### config.mk
export PLATFORM = sky130hd
export DESIGN_NAME = pixel_write_buffer
export DESIGN_NICKNAME = d
export VERILOG_FILES = /design/src/rtl/pixel_write_buffer.sv
export SDC_FILE = /design/constraint.sdc
export NUM_CORES = 1
export LEC_CHECK = 0
export CORE_MARGIN = 3
export CORE_UTILIZATION = 56
export DETAILED_ROUTE_END_ITERATION = 10
export GPL_TIMING_DRIVEN = 0
export PLACE_DENSITY = 0.85
export SYNTH_ARGS = -nofsm -noshare
export SYNTH_HDL_FRONTEND = slang
export SYNTH_SLANG_ARGS = --single-unit
### constraint.sdc
create_clock -name clk -period 7.2 [get_ports clk]
set_clock_uncertainty 0.15 [all_clocks]
set_input_delay 2.16 -clock clk [delete_from_list [all_inputs] [get_ports clk]]
set_output_delay 2.16 -clock clk [all_outputs]
set_load 0.005 [all_outputs]
### src/rtl/pixel_write_buffer.sv
// Pixel write buffer: queues in-bounds pixel writes into a small FIFO and streams
// them to a framebuffer port, with a full-screen clear sweep that preempts draining.
module pixel_write_buffer #(
    parameter int unsigned DEPTH = 8,
    parameter int unsigned SCR_W = 160,
    parameter int unsigned SCR_H = 120
) (
    input  logic        clk,
    input  logic        reset,
    input  logic        pix_valid,
    input  logic [7:0]  pix_x,
    input  logic [7:0]  pix_y,
    input  logic [23:0] pix_rgb,
    input  logic        clear_req,
    input  logic [8:0]  clear_color,
    input  logic        fb_ready,
    output logic        fb_we,
    output logic [14:0] fb_addr,
    output logic [8:0]  fb_data,
    output logic        fifo_full,
    output logic        busy,
    output logic        overflow
);

    localparam int unsigned PTR_W     = (DEPTH > 1) ? $clog2(DEPTH) : 1;
    localparam int unsigned CNT_W     = PTR_W + 1;
    localparam int unsigned ADDR_W    = 15;
    localparam int unsigned LAST_ADDR = SCR_W * SCR_H - 1;

    typedef struct packed {
        logic [14:0] addr;
        logic [8:0]  data;
    } fb_word_t;

    typedef enum logic {S_STREAM, S_CLEAR} state_t;

    state_t            state, state_nxt;
    fb_word_t          mem [DEPTH];
    fb_word_t          push_word, head;
    logic [PTR_W-1:0]  wr_ptr, rd_ptr;
    logic [CNT_W-1:0]  count;
    logic [14:0]       clear_addr;
    logic [8:0]        clear_col;
    logic              in_bounds, push, pop, clear_start, clear_done;
    logic              rgb_unused;

    // Address and colour are reduced once, at enqueue time.
    always_comb begin
        in_bounds      = (32'(pix_x) < SCR_W) && (32'(pix_y) < SCR_H);
        push_word.addr = ADDR_W'(pix_y) * ADDR_W'(SCR_W) + ADDR_W'(pix_x);
        push_word.data = {pix_rgb[23:21], pix_rgb[15:13], pix_rgb[7:5]};
        head           = mem[rd_ptr];
    end

    assign rgb_unused = ^{pix_rgb[20:16], pix_rgb[12:8], pix_rgb[4:0]};

    // A full FIFO still accepts a push when the head leaves in the same cycle.
    assign push      = pix_valid && in_bounds && ((count < CNT_W'(DEPTH)) || pop);
    assign fifo_full = (count == CNT_W'(DEPTH));
    assign busy      = (state == S_CLEAR) || (count != '0);

    always_ff @(posedge clk) begin
        if (reset) state <= S_STREAM;
        else       state <= state_nxt;
    end

    // Next state and framebuffer port; outputs idle at zero when nothing is presented.
    always_comb begin
        state_nxt   = state;
        fb_we       = 1'b0;
        fb_addr     = '0;
        fb_data     = '0;
        pop         = 1'b0;
        clear_start = 1'b0;
        clear_done  = 1'b0;
        case (state)
            S_STREAM: begin
                if (count != '0) begin
                    fb_we   = 1'b1;
                    fb_addr = head.addr;
                    fb_data = head.data;
                    pop     = fb_ready;
                end
                if (clear_req && (count == '0)) begin
                    state_nxt   = S_CLEAR;
                    clear_start = 1'b1;
                end
            end
            S_CLEAR: begin
                fb_we   = 1'b1;
                fb_addr = clear_addr;
                fb_data = clear_col;
                if (fb_ready && (clear_addr == ADDR_W'(LAST_ADDR))) begin
                    state_nxt  = S_STREAM;
                    clear_done = 1'b1;
                end
            end
            default: state_nxt = S_STREAM;
        endcase
    end

    always_ff @(posedge clk) begin
        if (push) mem[wr_ptr] <= push_word;
    end

    always_ff @(posedge clk) begin
        if (reset) begin
            wr_ptr     <= '0;
            rd_ptr     <= '0;
            count      <= '0;
            clear_addr <= '0;
            clear_col  <= '0;
            overflow   <= 1'b0;
        end else begin
            if (push) wr_ptr <= wr_ptr + PTR_W'(1);
            if (pop)  rd_ptr <= rd_ptr + PTR_W'(1);
            case ({push, pop})
                2'b10:   count <= count + CNT_W'(1);
                2'b01:   count <= count - CNT_W'(1);
                default: count <= count;
            endcase
            if (pix_valid && in_bounds && !push) overflow <= 1'b1;
            if (clear_start) begin
                clear_col  <= clear_color;
                clear_addr <= '0;
            end else if ((state == S_CLEAR) && fb_ready) begin
                clear_addr <= clear_done ? '0 : clear_addr + ADDR_W'(1);
            end
        end
    end

endmodule

==> impl_metrics.ini, run 1 <==
[place]
numPortBuffers = 66
post_dp_cell_area_mm2 = 0.01082
gp_congestion = 0.8021
detailedPlacementHpwl_mm = 13.98

[clock_tree]
clock-root-buffer = sky130_fd_sc_hd__clkbuf_16
ctsHtreeMaxLevel = 1
cts.hold.buffers_added = 0
clk_pin_slew_ns = 0.06
ctsResizeCount = 0
postCtsSetupBuffers = 0
cts_tree = yes
cts_sink_cnt = 231
ctsLongestPathBuffers = 3
cts_inserted_buffers = 24
clock_insertion_delay_worst_skew_ns = 0.51

[timing]
maxSlewViolCount = 0
grt_setup_unrepaired = no
setup_viol = 0
period_share = 0.7153
final_period_minus_worst_setup_slack_ns = 5.150
fmax_mhz = 194.2
max_slew.worst_pin.slew_ns = 0.9975
timing.final.hold_violations = 0
max_slew_margin = 0.3334
setup-tns-final_ns = 0

[die]
die_ht_um = 137.7
placementRows = 47
initial_core_util = 0.5792
floorplan.die.width_um = 137.7
core_area_mm2 = 0.01676
num_io_pins = 82
die_area_mm2 = 0.01895

[global_route]
grt_pass1_wl_mm = 33.16
grt_antenna_before_repair = 0
grt_overflow = 0
first_global_vias = 5941
largest_net_degree_at_the_start_of_global_routing = 25
grtUsageTotal = 0.2345

[logic_synthesis]
synth_enable_flop_cells = 192
syn-instance-count = 592
synth.yosys.warnings = 0
synthArstFlopShare = 0
synthesis.area_per_instance_um2 = 16.40
yosys_register_bits = 231
synth-main-ff-cell = sky130_fd_sc_hd__edfxtp_1
synthesis.area_mm2 = 0.009707
synth_fp_nets = 669
yosysSeqAreaShare = 0.6744
synthDistinctLibCells = 49

[pwr]
p_total_mw = 3.409
irDropWorstVdd_mv = 0.2159
leakagePower_nw = 3.854
powerDensity_mw_per_mm2 = 292.9

[route]
drtPass1Iterations = 5
drc = 0
vias_per_cell = 6.024
wl_mm = 21.51
via_count = 5626
drt_iter0_drc = 565
wl_per_cell_um = 23.03
route.antenna.remaining_nets = 0

[setup_path]
timing.critical_path.fanout_max = 10
cp_top_family = buffers and inverters
rr_endpoint = count[2]
path_cells = nor4_4 > or2_2 > clkbuf_1 > o21ai_1 > clkdlybuf4s50_1
endpoint_kind = primary output
timing.critical_path.required_ns = 4.89
worst-r2r-setup-slack_ns = 4.29
critical-path-slowest-cell = sky130_fd_sc_hd__clkbuf_1
critPathArrivalTime_ns = 2.84
worst_r2r_startpoint = state
cp_slowest_stage_delay_ns = 0.52
ff2ff_path_depth = 10
worst-path-buf-inv = 2
critical_path_class = register to primary output
critical_path.startpoint_type = register

[flow_run]
timing.max_cap.violations = 0

[hold_path]
hold_path.class = register to register
holdCritStartpoint = rd_ptr[1]
hold_depth = 2
timing.hold.worst_endpoint = rd_ptr[1]

[layout]
mostFrequentLayoutCell = sky130_fd_sc_hd__edfxtp_1
stdcell_area_mm2 = 0.01164
final.fill_count = 1014
top_library_cells_by_usage_in_the_layout_fill_and_taps_aside = sky130_fd_sc_hd__edfxtp_1 (192), sky130_fd_sc_hd__clkdlybuf4s50_1 (66), sky130_fd_sc_hd__mux4_2 (48), sky130_fd_sc_hd__nor2_1 (44), sky130_fd_sc_hd__nand2_1 (44)
antenna-diode-count = 0
drive_above_1_share = 0.1891
layout.nets = 773
areaGrowthSynthToFinish_pct = 19.89

[run_status]
run_status = finished, final reports clean
==> metrics by stage <==
step | hold slack (ns) | setup WS (ns) | cells | util
after floorplan | 0.3041 | 1.499 | 592 | -
after global placement | 0.3165 | -1.456 | 878 | 0.6350
after detailed placement | 0.3310 | 1.714 | 890 | 0.6453
after CTS | 0.3473 | 2.038 | 934 | 0.6944
after global routing | 0.3916 | 1.872 | 934 | 0.6944
final | 0.3442 | 2.050 | 934 | 0.6944
==> metal layers <==
| metal | share of wire | vias up | GRT usage |
|---|---|---|---|
| met1 | 0.39 | 2805 | 0.3177 |
| met5 | 0 | - | 0 |
| met2 | 0.50 | 279 | 0.3869 |
| met4 | 0.029 | 0 | 0.08592 |
| li1 | - | 2497 | - |
| met3 | 0.083 | 45 | 0.03835 |
==> final cells by class <==
cell class | count | area [um^2] | area share
plain buffers | 24 | 135.1 | 0.01161
clock buffers | 33 | 728.2 | 0.06257
clock inverters | 11 | 93.84 | 0.008064
inverters | 9 | 33.78 | 0.002903
multi-input cells | 328 | 3040 | 0.2613
flip-flops and latches | 231 | 6546 | 0.5625
well taps | 220 | 275.3 | 0.02365
repair buffers | 78 | 784.5 | 0.06741
==> cell usage after synthesis (2+ instances only) <==
cell,count,share of area
sky130_fd_sc_hd__a21oi_1,10,0.0052
sky130_fd_sc_hd__and4_1,2,0.0018
sky130_fd_sc_hd__buf_2,9,0.0046
sky130_fd_sc_hd__buf_4,3,0.0023
sky130_fd_sc_hd__buf_6,3,0.0035
sky130_fd_sc_hd__clkbuf_1,9,0.0035
sky130_fd_sc_hd__dfxtp_1,39,0.080
sky130_fd_sc_hd__edfxtp_1,192,0.59
sky130_fd_sc_hd__fa_1,2,0.0041
sky130_fd_sc_hd__ha_1,21,0.027
sky130_fd_sc_hd__inv_1,9,0.0035
sky130_fd_sc_hd__mux2i_1,35,0.036
sky130_fd_sc_hd__mux4_2,48,0.11
sky130_fd_sc_hd__nand2_1,44,0.017
sky130_fd_sc_hd__nand2b_1,4,0.0026
sky130_fd_sc_hd__nand3_1,11,0.0057
sky130_fd_sc_hd__nand4_1,5,0.0032
sky130_fd_sc_hd__nor2_1,47,0.018
sky130_fd_sc_hd__nor3_1,6,0.0031
sky130_fd_sc_hd__nor4bb_1,3,0.0031
sky130_fd_sc_hd__o21a_1,2,0.0015
sky130_fd_sc_hd__o21ai_0,11,0.0057
sky130_fd_sc_hd__o21ai_1,21,0.011
sky130_fd_sc_hd__or3_1,2,0.0013
sky130_fd_sc_hd__xnor2_1,10,0.0090
sky130_fd_sc_hd__xor2_1,21,0.019
==> sequential cells by signal (all words and copies together), names as in the netlist, named ones only <==
signal,count
overflow,1
state,1
wr_ptr,3
clear_addr,15
rd_ptr,3
count,4
mem,192
clear_col,9
==> worst max path at each step <==
stage / startpoint / end / slack (ns) / cells after the start
floorplan: pix_x[6] / mem[0][0] / 1.50 / 4
global placement: pix_x[6] / mem[0][9] / -1.46 / 5
detailed placement: pix_y[1] / mem[7][23] / 1.71 / 9
CTS: count[0] / fb_addr[5] / 2.04 / 5
global route: count[0] / fb_addr[5] / 1.87 / 5
finish: count[0] / fb_addr[12] / 2.05 / 5
==> worst reg2reg max path: cells and delay by family, from the launching register on <==
family | cells | cell delay (ns)
adder cells (fa/ha/maj) | 2 | 0.58
AO/OA/AOI/OAI | 3 | 0.65
buffers and inverters | 1 | 0.20
XOR/XNOR | 2 | 0.27
AND/OR/NAND/NOR | 2 | 0.66
flip-flops | 1 | 0.34
==> power breakdown <==
part           internal (mW)  switching (mW)  leakage (nW)
clock                  0.748           0.507         0.408
sequential              1.51          0.0214          2.05
combinational          0.307           0.320          1.40
==> kinds of logic after synthesis <==
kind of cell	share of synthesized area
compound gates	0.03210
xor+xnor	0.02797
fa+ha+maj	0.03119
buf+inv	0.01740
flops	0.6744
mux	0.1475
simple gates	0.06948
(Power assumes the default switching activity.)
==> inputs of run 2 (changes only) <==
--- a/config.mk
+++ b/config.mk
@@ -6,10 +6,10 @@
 export NUM_CORES = 1
 export LEC_CHECK = 0
 export CORE_MARGIN = 3
-export CORE_UTILIZATION = 56
+export CORE_UTILIZATION = 52
 export DETAILED_ROUTE_END_ITERATION = 10
 export GPL_TIMING_DRIVEN = 0
-export PLACE_DENSITY = 0.85
+export PLACE_DENSITY = 0.84
 export SYNTH_ARGS = -nofsm -noshare
 export SYNTH_HDL_FRONTEND = slang
 export SYNTH_SLANG_ARGS = --single-unit
==> constraint.sdc (replaced) <==
create_clock -name clk -period 4.55 [get_ports clk]
set_clock_uncertainty 0.15 [all_clocks]
set_input_delay 1.365 -clock clk [delete_from_list [all_inputs] [get_ports clk]]
set_output_delay 1.365 -clock clk [all_outputs]
set_load 0.005 [all_outputs]
==> impl_metrics.ini, run 2 (synthesis results as in run 1) <==
[setup_path]
cp_top_family = buffers and inverters
critical_path.startpoint_type = register
timing.critical_path.depth = 6
path_cells = buf_2 > nor4_4 > or2_2 > clkbuf_1 > o21ai_1 > clkdlybuf4s50_1
endpoint_kind = primary output
critical_path_class = register to primary output
worst_r2r_startpoint = state
timing.critical_path.fanout_max = 10
rr_endpoint = mem[3][17]
cp_slowest_stage_delay_ns = 0.55
critical-path-slowest-cell = sky130_fd_sc_hd__clkbuf_1
critPathArrivalTime_ns = 2.88
ff2ff_path_depth = 6
worst-path-buf-inv = 3
timing.critical_path.required_ns = 3.03
worst-r2r-setup-slack_ns = 1.50

[flow_run]
timing.max_cap.violations = 0

[clock_tree]
clk_pin_slew_ns = 0.06
ctsLongestPathBuffers = 3
postCtsSetupBuffers = 0
clock-root-buffer = sky130_fd_sc_hd__clkbuf_16
cts_inserted_buffers = 23
cts_tree = yes
clock_insertion_delay_worst_skew_ns = 0.50
cts.hold.buffers_added = 0
ctsHtreeMaxLevel = 1
cts_sink_cnt = 231
ctsResizeCount = 0

[global_route]
grtUsageTotal = 0.2092
grt_pass1_wl_mm = 32.95
grt_overflow = 0
largest_net_degree_at_the_start_of_global_routing = 25
grt_antenna_before_repair = 0
first_global_vias = 5912

[timing]
hold_slack_ns = 0.3511
setup-tns-final_ns = 0
fmax_mhz = 227.5
period_share = 0.9662
max_slew.worst_pin.slew_ns = 0.9888
fin_ws_ns = 0.1539
maxSlewViolCount = 0
timing.final.hold_violations = 0
setup_viol = 0
grt_setup_unrepaired = no
max_slew_margin = 0.3372
final_period_minus_worst_setup_slack_ns = 4.396

[die]
initial_core_util = 0.5349
floorplan.die.width_um = 142.6
num_io_pins = 82
core_area_mm2 = 0.01815
die_ht_um = 142.6
die_area_mm2 = 0.02034
placementRows = 49

[layout]
largest_register_by_flop_count = mem
flip_flop_count_of_the_largest_register_after_layout = 192
drive_above_1_share = 0.1859
areaGrowthSynthToFinish_pct = 19.63
mostFrequentLayoutCell = sky130_fd_sc_hd__edfxtp_1
antenna-diode-count = 0
layoutNonFillerInstCount = 939
reg.largest.list = mem (192), clear_addr (15), clear_col (9)
layout.nets = 770
top_library_cells_by_usage_in_the_layout_fill_and_taps_aside = sky130_fd_sc_hd__edfxtp_1 (192), sky130_fd_sc_hd__clkdlybuf4s50_1 (66), sky130_fd_sc_hd__mux4_2 (48), sky130_fd_sc_hd__nor2_1 (44), sky130_fd_sc_hd__nand2_1 (44)

[route]
wl_mm = 20.99
drt_iter0_drc = 481
wl_per_cell_um = 22.35
via_count = 5660
vias_per_cell = 6.028
route.antenna.remaining_nets = 0
drc = 0
drtPass1Iterations = 5

[hold_path]
hold_path.class = register to register
timing.hold.worst_endpoint = overflow
hold_depth = 2
holdCritStartpoint = overflow

[place]
gp_congestion = 0.8163
cell_count_post_placement = 897
detailedPlacementHpwl_mm = 13.99
dp_slack_ns = -0.1443
numPortBuffers = 66

[pwr]
irDropWorstVdd_mv = 0.2629
p_total_mw = 5.285
leakagePower_nw = 3.827
powerDensity_mw_per_mm2 = 455.1

[run_status]
run_status = finished, final reports clean
[run 2: worst max path at each step]
stage | from | to | slack, ns
3_5_place_dp | pix_y[3] | mem[0][23] | -0.14
3_3_place_gp | pix_x[6] | mem[1][6] | -2.04
2_1_floorplan | pix_x[6] | mem[2][0] | 0.27
5_1_grt | count[3] | fb_addr[6] | 0.1
4_1_cts | count[3] | fb_addr[8] | 0.17
6_report | count[1] | fb_addr[6] | 0.15
[run 2: area by class of cell]
type	instances	area, um^2
Sequential cell	231	6546
Fill cell	1218	6535
Multi-Input combinational cell	328	3049
Timing Repair Buffer	76	788.3
Clock buffer	28	666.9
Tap cell	229	286.5
Buffer	24	135.1
Clock inverter	14	106.4
Inverter	9	33.78
[run 2: report_power, final]
group | leakage [nW] | internal [mW] | switching (mW)
registers | 2.05 | 2.38 | 0.0338
clock network | 0.387 | 1.10 | 0.773
logic | 1.39 | 0.486 | 0.506
[run 2: through the flow]
stage | cell area, um^2 | utilization
floorplan | 9713 | -
global placement | 10660 | 0.5874
detailed placement | 10840 | 0.5973
CTS | 11610 | 0.6399
global route | 11610 | 0.6399
finish | 11610 | 0.6399
[run 2: routing by layer]
metal / part of all wire / track usage / vias up
li1: - / - / 2493
met1: 0.40 / 0.2962 / 2841
met2: 0.49 / 0.3427 / 279
met3: 0.082 / 0.03048 / 47
met4: 0.025 / 0.06203 / 0
met5: 0 / 0 / -
[run 2: worst min-delay path: stages, from the launching register on]
cell	delay, ns
sky130_fd_sc_hd__dfxtp_1	0.34
sky130_fd_sc_hd__a31oi_1	0.05
sky130_fd_sc_hd__nor2_1	0.08
==> inputs of run 3 (changes only) <==
--- a/config.mk
+++ b/config.mk
@@ -6,10 +6,10 @@
 export NUM_CORES = 1
 export LEC_CHECK = 0
 export CORE_MARGIN = 3
-export CORE_UTILIZATION = 52
+export CORE_UTILIZATION = 56
 export DETAILED_ROUTE_END_ITERATION = 10
 export GPL_TIMING_DRIVEN = 0
-export PLACE_DENSITY = 0.84
+export PLACE_DENSITY = 0.85
 export SYNTH_ARGS = -nofsm -noshare
 export SYNTH_HDL_FRONTEND = slang
 export SYNTH_SLANG_ARGS = --single-unit
==> constraint.sdc (replaced) <==
create_clock -name clk -period 4.35 [get_ports clk]
set_clock_uncertainty 0.15 [all_clocks]
set_input_delay 1.305 -clock clk [delete_from_list [all_inputs] [get_ports clk]]
set_output_delay 1.305 -clock clk [all_outputs]
set_load 0.005 [all_outputs]
==> impl_metrics.ini, run 3 (synthesis results as in run 1) <==
[run_status]
run_status = finished, final reports clean

[pwr]
p_total_mw = 5.741
leakagePower_nw = 3.865
powerDensity_mw_per_mm2 = 492.2
irDropWorstVdd_mv = 0.3798

[layout]
reg.largest.list = mem (192), clear_addr (15), clear_col (9)
flip_flop_count_of_the_largest_register_after_layout = 192
stdcell_area_mm2 = 0.01166
layoutNonFillerInstCount = 932
areaGrowthSynthToFinish_pct = 20.17
antenna-diode-count = 0
largest_register_by_flop_count = mem
top_library_cells_by_usage_in_the_layout_fill_and_taps_aside = sky130_fd_sc_hd__edfxtp_1 (192), sky130_fd_sc_hd__clkdlybuf4s50_1 (66), sky130_fd_sc_hd__mux4_2 (48), sky130_fd_sc_hd__nor2_1 (44), sky130_fd_sc_hd__nand2_1 (44)
layout.nets = 771
mostFrequentLayoutCell = sky130_fd_sc_hd__edfxtp_1
final_util = 0.6960
drive_above_1_share = 0.1854

[die]
initial_core_util = 0.5792
placementRows = 47
num_io_pins = 82
core_area_mm2 = 0.01676
die_area_mm2 = 0.01895
die_ht_um = 137.7
floorplan.die.width_um = 137.7

[timing]
timing.final.hold_violations = 0
max_slew.worst_pin.slew_ns = 0.9307
grt_setup_unrepaired = no
period_share = 0.9760
fmax_mhz = 235.5
final_period_minus_worst_setup_slack_ns = 4.246
maxSlewViolCount = 0
max_slew_margin = 0.3781
setup_viol = 0

[place]
detailedPlacementHpwl_mm = 14.22
gp_congestion = 0.8111
cell_count_post_placement = 888
post_dp_cell_area_mm2 = 0.01081
numPortBuffers = 66

[flow_run]
timing.max_cap.violations = 0

[clock_tree]
cts_inserted_buffers = 24
clock-root-buffer = sky130_fd_sc_hd__clkbuf_16
postCtsSetupBuffers = 0
cts_sink_cnt = 231
ctsLongestPathBuffers = 3
clock_insertion_delay_worst_skew_ns = 0.51
cts.hold.buffers_added = 0
ctsResizeCount = 0
ctsHtreeMaxLevel = 1
clk_pin_slew_ns = 0.06
cts_tree = yes

[route]
route.antenna.remaining_nets = 0
via_count = 5669
wl_per_cell_um = 23.67
drt_iter0_drc = 489
drtPass1Iterations = 5
wl_mm = 22.06
drc = 0
vias_per_cell = 6.083

[setup_path]
critical_path_class = register to primary output
critPathArrivalTime_ns = 2.79
rr_endpoint = count[2]
timing.critical_path.required_ns = 2.89
cp_slowest_stage_delay_ns = 0.58
worst_r2r_startpoint = state
path_cells = clkbuf_1 > mux4_2 > mux2i_1 > o21ai_0 > clkdlybuf4s50_1
critical-path-slowest-cell = sky130_fd_sc_hd__clkdlybuf4s50_1
worst-r2r-setup-slack_ns = 1.40
critical_path.startpoint_type = register
timing.critical_path.fanout_max = 10
endpoint_kind = primary output
critical_path.endpoint = fb_addr[14]
ff2ff_path_depth = 10

[global_route]
first_global_vias = 5966
grtUsageTotal = 0.2380
largest_net_degree_at_the_start_of_global_routing = 25
grt_overflow = 0
grt_antenna_before_repair = 0
grt_pass1_wl_mm = 33.58

[hold_path]
hold_path.class = register to register
-- run 3: changes by cell type in the layout (fill, tap and decap cells not counted), sizes merged --
cell      previous run  this run
clkbuf              37        41
bufinv               1         4
clkinv              11         7
clkinvlp             1         0
-- run 3: power breakdown --
group / leakage, nW / internal [mW] / switching (mW)
clock network: 0.418 / 1.34 / 0.826
registers: 2.05 / 2.49 / 0.0376
logic: 1.40 / 0.511 / 0.538
total: 3.86 / 4.34 / 1.40
-- run 3: how the worst min path moves through the flow --
stage | startpoint | endpoint | slack, ns | depth (start not counted)
CTS | overflow | overflow | 0.34 | 2
global placement | overflow | overflow | 0.31 | 2
floorplan | rd_ptr[1] | register | 0.30 | 2
detailed placement | rd_ptr[1] | rd_ptr[1] | 0.33 | 2
global route | rd_ptr[1] | rd_ptr[1] | 0.38 | 2
finish | overflow | overflow | 0.35 | 2
-- run 3: metrics by stage --
stage          setup slack [ns]  hold slack, ns  setup TNS (ns)
4_1_cts                 0.09560          0.3433               0
6_report                 0.1042          0.3549               0
2_1_floorplan            0.1273          0.3041               0
5_1_grt                 0.01861          0.3783               0
3_5_place_dp            -0.2864          0.3265          -4.753
3_3_place_gp             -2.235          0.3149         -284.15
-- run 3: cell type report --
cell class	count	area [um^2]
buffer	24	136.4
clock buffer	32	681.9
clock inverter	12	161.4
fill	1011	5095
inverter	9	33.78
multi-input combinational	328	3057
sequential	231	6546
tap	220	275.3
timing repair buffer	76	773.2
-- run 3: metal layers --
layer	track usage	vias to the layer above	part of all wire
met5	0	-	0
met2	0.4040	279	0.51
met1	0.3159	2836	0.39
li1	-	2489	-
met3	0.04346	65	0.075
met4	0.07262	0	0.032
-- run 3: critical path: cells and delay by family (launching register included) --
| family | cells | cell delay, ns |
|---|---|---|
| buffers and inverters | 2 | 1.13 |
| multiplexers | 2 | 0.40 |
| AO/OA/AOI/OAI | 1 | 0.38 |
| flip-flops | 1 | 0.34 |
